==> config.mk <==
export PLATFORM = sky130hd
export DESIGN_NAME = raw_rgb_demosaic_2x2
export DESIGN_NICKNAME = d
export VERILOG_FILES = /design/src/rtl/raw_rgb_demosaic_2x2.sv
export SDC_FILE = /design/constraint.sdc
export NUM_CORES = 1
export LEC_CHECK = 0
export ABC_CLOCK_PERIOD_IN_PS = 6400
export BUFFER_PORTS_ARGS = -buffer_cell sky130_fd_sc_hd__buf_2
export CAP_MARGIN = 10
export CORE_AREA = 2 2 92 94
export DETAILED_ROUTE_END_ITERATION = 10
export DIE_AREA = 0 0 94 96
export PLACE_DENSITY = 0.81
export SYNTH_ARGS = -nofsm -noshare
export SYNTH_HDL_FRONTEND = slang
export SYNTH_SLANG_ARGS = --single-unit
==> constraint.sdc <==
create_clock -name CLK -period 6.4 [get_ports CLK]
set_input_delay 0.96 -clock CLK [delete_from_list [all_inputs] [get_ports CLK]]
set_output_delay 0.96 -clock CLK [all_outputs]
set_load 0.005 [all_outputs]
==> src/rtl/raw_rgb_demosaic_2x2.sv <==
// Bayer 2x2 window to RGB converter: binned (one pixel per 2x2 cell) or full-resolution
// sliding window. Mode and Bayer phase are frozen at each armed frame start.
module raw_rgb_demosaic_2x2 #(
   parameter int DW    = 12,
   parameter int ROUND = 1
) (
   input  logic          CLK,
   input  logic          RST_N,
   input  logic          FVAL,
   input  logic          DVAL,
   input  logic [DW-1:0] D0,
   input  logic [DW-1:0] D1,
   input  logic [1:0]    BAYER_PAT,
   input  logic          MODE,
   output logic [DW-1:0] R,
   output logic [DW-1:0] G,
   output logic [DW-1:0] B,
   output logic          OUT_DVAL,
   output logic          OUT_FVAL
);

   localparam logic [DW:0] L_RND = (DW+1)'(ROUND);

   // One extra sum bit so two full-scale greens never wrap before the halving.
   function automatic logic [DW-1:0] f_avg(input logic [DW-1:0] a, input logic [DW-1:0] b);
      logic [DW:0] s;
      s = {1'b0, a} + {1'b0, b} + L_RND;
      return s[DW:1];
   endfunction

   logic          r_armed;
   logic          r_active;
   logic          r_fval_d;
   logic          r_dval_d;
   logic          r_mode_q;
   logic [1:0]    r_pat_q;
   logic [DW-1:0] r_d0;
   logic [DW-1:0] r_d1;
   logic          r_xp;
   logic          r_yp;
   logic          r_first_row;
   logic          r_first_col;
   logic [DW-1:0] r_r;
   logic [DW-1:0] r_g;
   logic [DW-1:0] r_b;
   logic          r_out_dval;

   logic          w_dval;
   logic          w_rise;
   logic          w_emit;
   logic [1:0]    w_q;
   logic [DW-1:0] w_r;
   logic [DW-1:0] w_g;
   logic [DW-1:0] w_b;

   assign w_dval = DVAL & FVAL;
   assign w_rise = FVAL & ~r_fval_d & r_armed;
   assign w_q    = {r_yp ^ r_pat_q[1], r_xp ^ r_pat_q[0]};

   // Colour selection from the 2x2 window and the emit decision for this beat.
   always_comb begin
      w_r = D0;
      w_g = f_avg(D1, r_d0);
      w_b = r_d1;
      case (w_q)
         2'b00: begin
            w_r = D0;
            w_b = r_d1;
            w_g = f_avg(D1, r_d0);
         end
         2'b01: begin
            w_r = r_d0;
            w_b = D1;
            w_g = f_avg(D0, r_d1);
         end
         2'b10: begin
            w_r = D1;
            w_b = r_d0;
            w_g = f_avg(D0, r_d1);
         end
         2'b11: begin
            w_r = r_d1;
            w_b = D0;
            w_g = f_avg(D1, r_d0);
         end
         default: begin
            w_r = D0;
            w_b = r_d1;
            w_g = f_avg(D1, r_d0);
         end
      endcase
      if (r_mode_q) begin
         w_emit = w_dval & r_active & ~r_first_col & ~r_first_row;
      end else begin
         w_emit = w_dval & r_active & r_xp & r_yp;
      end
   end

   // Frame arming, frame-active flag and per-frame latch of mode and phase.
   always_ff @(posedge CLK or negedge RST_N) begin
      if (!RST_N) begin
         r_armed  <= 1'b0;
         r_active <= 1'b0;
         r_fval_d <= 1'b0;
         r_mode_q <= 1'b0;
         r_pat_q  <= 2'b00;
      end else begin
         r_fval_d <= FVAL;
         if (!FVAL) begin
            r_armed <= 1'b1;
         end
         if (w_rise) begin
            r_active <= 1'b1;
            r_mode_q <= MODE;
            r_pat_q  <= BAYER_PAT;
         end else if (!FVAL) begin
            r_active <= 1'b0;
         end
      end
   end

   // Column/row parity and first-row/first-column flags derived from FVAL/DVAL.
   always_ff @(posedge CLK or negedge RST_N) begin
      if (!RST_N) begin
         r_xp        <= 1'b0;
         r_yp        <= 1'b0;
         r_first_row <= 1'b0;
         r_first_col <= 1'b0;
         r_dval_d    <= 1'b0;
      end else if (!FVAL) begin
         r_xp        <= 1'b0;
         r_yp        <= 1'b0;
         r_first_row <= 1'b1;
         r_first_col <= 1'b1;
         r_dval_d    <= 1'b0;
      end else begin
         r_dval_d <= DVAL;
         if (DVAL) begin
            r_xp        <= ~r_xp;
            r_first_col <= 1'b0;
         end else begin
            r_xp        <= 1'b0;
            r_first_col <= 1'b1;
         end
         if (!DVAL && r_dval_d) begin
            r_yp        <= ~r_yp;
            r_first_row <= 1'b0;
         end
      end
   end

   // Previous-column taps of both lines.
   always_ff @(posedge CLK or negedge RST_N) begin
      if (!RST_N) begin
         r_d0 <= '0;
         r_d1 <= '0;
      end else if (w_dval) begin
         r_d0 <= D0;
         r_d1 <= D1;
      end
   end

   // Registered RGB outputs; colour holds between strobes.
   always_ff @(posedge CLK or negedge RST_N) begin
      if (!RST_N) begin
         r_r        <= '0;
         r_g        <= '0;
         r_b        <= '0;
         r_out_dval <= 1'b0;
      end else if (w_emit) begin
         r_r        <= w_r;
         r_g        <= w_g;
         r_b        <= w_b;
         r_out_dval <= 1'b1;
      end else begin
         r_out_dval <= 1'b0;
      end
   end

   assign R        = r_r;
   assign G        = r_g;
   assign B        = r_b;
   assign OUT_DVAL = r_out_dval;
   assign OUT_FVAL = r_fval_d;

endmodule

# Yosys cells after proc, flatten, opt, wreduce, memory -nomap -nowiden
# Cells that the tools add are included.
# word_totals
ff_bits,72
in_bits,31
out_inout_bits,38
word_cells,61
# op_classes
n_addsub,4
n_eq_ne,5
n_mux,16
bitwise,15
reduce_logical,5
# ops
op,count
one-hot mux 12 bit (4 select lines),2
adder 12 x 12 -> 13 bit,2
"adder 13 x 1 -> 13 bit, second input constant",2
one-hot mux 12 bit (2 select lines),1
2-to-1 mux 1 bit,13
bitwise AND 1 bit,8
NOT 1 bit,5
"== test 2 bit, second input constant",2
"inequality test 2 x 1 -> 1 bit, second input constant",2
OR reduction 2 bit,2
"== test 2 x 1 -> 1 bit, second input constant",1
logical NOT 2 bit,1
XOR 1 bit,2
logical AND 1 bit,1
logical NOT 1 bit,1

# Longest topological paths before layout
# depth
word_depth,6
ltp_mapped,8
ltp_nobuf,8

# Least setup slack after synthesis
# OpenSTA, ideal clock, no wires.
# synth_path
path_kind,input -> register
startpoint,input D1[0]
endpoint,"register r_g[9], in the netlist G[9]"
setup_time_ns,0.131
t_arrival_ns,2.640
t_required_ns,6.269
setup_slack_ns,3.629
stages,8
path_buffers,0
path_cell_list,or2_2 fa_1 a21o_1 a221oi_2 o21ai_1 and4b_1 o21ai_0 a31oi_1
# synth_via
elab_chain_len,3
# synth_rtl
item,line,text
from (decl),12,"input logic [DW-1:0] D1,"
adder 12 x 12 -> 13 bit,n/a,
adder 13 x 1 -> 13 bit,n/a,
one-hot mux 12 bit (2 select lines),65,case (w_q)
to (signal assigned),172,r_g <= w_g;
to (decl),44,logic [DW-1:0] r_g;
# No other way between the ends.
# A chain may end at the register's enable or synchronous reset.

# Final worst setup path
# layout_path
startpoint,input FVAL
endpoint,"register r_g[8], in the netlist G[8]"
# layout_via
elab_chain_len,5
# layout_rtl
item,line,text
from (decl),9,"input logic FVAL,"
bitwise AND 1 bit (*),56,assign w_dval = DVAL & FVAL;
via w_dval,48,logic w_dval;
bitwise AND 1 bit (*),"93, 95",
bitwise AND 1 bit (on tied branches) (2 in series),"95, 93",
2-to-1 mux 1 bit (*),92,if (r_mode_q) begin
via w_emit,50,logic w_emit;
# The timed path passes the listed nets; every way through them passes the cells marked *.

==> qor.txt <==
status = finished, final reports clean
area of the mapped netlist = 4325 µm²
max-slew violations = 0
Mapped Nets = 500
number of synthesized flops with an enable pin = 0
post-route ant nets = 0
Flop pwr share = 0.380
Highest Clock Rate = 352.7 MHz
Root Buffer = clkbuf_8
die width = 94 µm
GRT met2 Usage = 0.4333
die height = 96 µm
Final setup viols = 0
P per Cell Area = 291.0 nW/µm²
clock slew at reported path FFs = 0.08 ns
Synth Instances = 441
met1 usage = 0.2898
post-CTS sizing = 0
Clock H-tree levels = 3
PortBufs = 68
Worst slew margin = 0.3894
CTS tree = done
Hold WC Path Type = reg2reg
clock insertion delay at the later pin of the skew report = 0.36 ns
final worst slack = 3.565 ns
hold_buf cts = 0
WL/cell = 17.43 µm
GRT Total Usage = 0.2433
row count = 33
TritonCTS buffer count = 9
Post-CTS Setup Bufs = 0
Synth async-reset ratio = 1.000
initial antenna violation count = 0
measured slew at the worst slew-check pin = 0.9159 ns
largest family of logic cells by synthesized area = compound AO/OA/AOI/OAI gates
CP Data Required Time = 6.66 ns
clock power share = 0.256
fin util = 0.6110
unrepaired setup endpoints after global routing = false
internal power = 0.9031 mW
crit end category = flop
M3 GR Usage = 0.03759
WS Path Type = in2reg
total power = 1.431 mW
Clock Skews = 0.005404 ns
Yosys top cell by area = dfrtp_1
mux cell area share after synthesis = 0.08418
WL final = 10630 µm
Max VDD drop = 0.0001538 V
deepest clock path buffer count = 2
# clock sinks = 72
Cells on Worst Hold Path = 1
routed via count = 3738
CP Data Arrival Time = 3.10 ns
Cell Area, Placed = 4723 µm²
vias in the first global route = 3552
GP Congestion = 0.9131
post-synthesis compound-gate area fraction = 0.2323
nets@finish = 559
global-route wire length before repair = 16970 µm
gr ovfl total = 0
final worst-path cycle share = 0.4430
core area = 8051 µm²
Syn Area/Cell = 9.808 µm²
total of max-cap violations = 0
ratio of cells with drive above 1 in the final layout = 0.2495
Final HPWL DP = 7756 µm
Post-Synth XOR/XNOR Area = 0.03847
drt first pass iters = 6
highest net fanout along the worst path = 68
Leakage = 2.345 nW
ANT cells = 0
Fin. Hold Viols = 0
initial core utilization = 0.5372
Post-synth top flop = dfrtp_1
sw frac = 0.3691
Finished Cell Area = 4920 µm²
combinational power share = 0.364
Reg2Reg Depth = 8
Yosys Warn Count = 0
post-synthesis sequential area ratio = 0.4165
Final Critical Period = 2.835 ns
Yosys reg bits = 72
adder-cell share of the synthesized area = 0.08447
Via-to-Cell Ratio = 6.128
io pins = 69
Switch Pwr = 0.5284 mW
Most Crowded Layer GR = met2
largest net degree at the start of global routing = 73
area grow syn2layout = 13.74%
TNS Setup = 0 ns
Startpoint Class = input pin
DP Worst Slack = 3.209 ns
number of library cell types mapped by synthesis = 57
simple-gate area share of the yosys netlist = 0.1157
top-area cell type share of the netlist area = 0.4165
ranking of synthesized cells by area = dfrtp_1 (42%), ha_1 (7.5%), mux2_2 (7.0%)
DRC = 0
die area = 9024 µm²
Iteration-0 DRC Markers = 294
[power groups by stage]
stage	logic, mW	registers (mW)	clock network [mW]
floorplan	0.380	0.543	0
global placement	0.497	0.549	0
detailed placement	0.514	0.551	0
CTS	0.517	0.543	0.368
global route	0.578	0.549	0.389
finish	0.521	0.544	0.367
[layout make-up]
type	count	area (µm²)
Clock buffer	10	127.6
Multi-Input combinational cell	339	2401
Sequential cell	72	1802
Timing Repair Buffer	71	362.8
Clock inverter	6	68.82
Tap cell	105	131.4
Inverter	7	26.28
Fill cell	702	3132
[per-layer routing]
metal,up-vias,part of all wire
met2,163,0.51
met3,27,0.063
met5,-,0
li1,1750,-
met4,0,0.032
met1,1798,0.40
[worst max-delay path, cell delays in order]
cell and delay (ns):
buf_2 0.14, nand2_2 0.48, inv_2 0.13, o211ai_1 0.11
buf_4 0.50, clkinv_1 0.41, a311oi_1 0.34
[cells by family after synthesis]
kind of cell,Yosys count
AOI/OAI and AO/OA,144
xor gates and xnor gates,19
adders and majority gates,28
buffers and inverters,30
DFF,72
muxes,33
and+or+nand+nor,115
[placed cells by master, fill, tap and decap left out, types with 5 or more instances in the layout]
master and count:
a21oi_1 37, clkbuf_8 9, mux2i_1 6, xnor2_1 7
ha_1 26, xor2_1 12, nor3_1 5, mux2_2 27
dfrtp_1 72, o21ai_0 39, nand2_1 46, a21o_1 8
a31oi_1 6, nand2b_1 5, nor2_1 42, a222oi_1 24
buf_2 68
[cells in the mapped netlist (2+ instances only)]
| cell | n |
|---|---|
| a311oi_1 | 2 |
| and3_1 | 2 |
| dfrtp_1 | 72 |
| o31ai_1 | 2 |
| a221oi_2 | 2 |
| ha_1 | 26 |
| buf_1 | 5 |
| a21oi_2 | 2 |
| or2_2 | 2 |
| o21ai_0 | 39 |
| clkbuf_1 | 15 |
| clkinv_1 | 2 |
| a21o_1 | 8 |
| xnor2_1 | 7 |
| a21oi_1 | 37 |
| a211o_1 | 2 |
| and2_1 | 3 |
| a22oi_1 | 2 |
| mux2_2 | 27 |
| nand3_1 | 2 |
| inv_1 | 4 |
| a222oi_1 | 24 |
| nor2_1 | 42 |
| nand2_1 | 46 |
| fa_1 | 2 |
| nor3_1 | 5 |
| mux2i_1 | 6 |
| nand2b_1 | 5 |
| a31oi_1 | 6 |
| xor2_1 | 12 |
| o211ai_1 | 4 |
[worst paths after layout]
check | startpoint | end | slack [ns]
setup / recovery | FVAL | G[8]$_DFFE_PN0P_ | 3.56
hold / removal | r_armed$_DFFE_PN0N_ | r_armed$_DFFE_PN0N_ | 0.47
setup reg to reg | r_d0[0]$_DFFE_PN0P_ | G[9]$_DFFE_PN0P_ | 3.93
hold reg to reg | r_armed$_DFFE_PN0N_ | r_armed$_DFFE_PN0N_ | 0.47
max in group asynchronous | RST_N | r_d0[4]$_DFFE_PN0P_ | 4.99
min in group asynchronous | RST_N | G[0]$_DFFE_PN0P_ | 0.79
[registers in the layout, indices dropped and copies added, names as in the netlist, 2 cells and up]
| signal | count |
|---|---|
| R | 12 |
| r_pat_q | 2 |
| r_d1 | 12 |
| B | 12 |
| r_d0 | 12 |
| G | 12 |
[per-stage QoR]
stage	instances	hold slack [ns]
global placement	594	0.4478
detailed placement	594	0.4448
finish	610	0.4661
global route	610	0.4908
CTS	610	0.4677
floorplan	441	0.4258
Power figures use the tool's default switching activity.
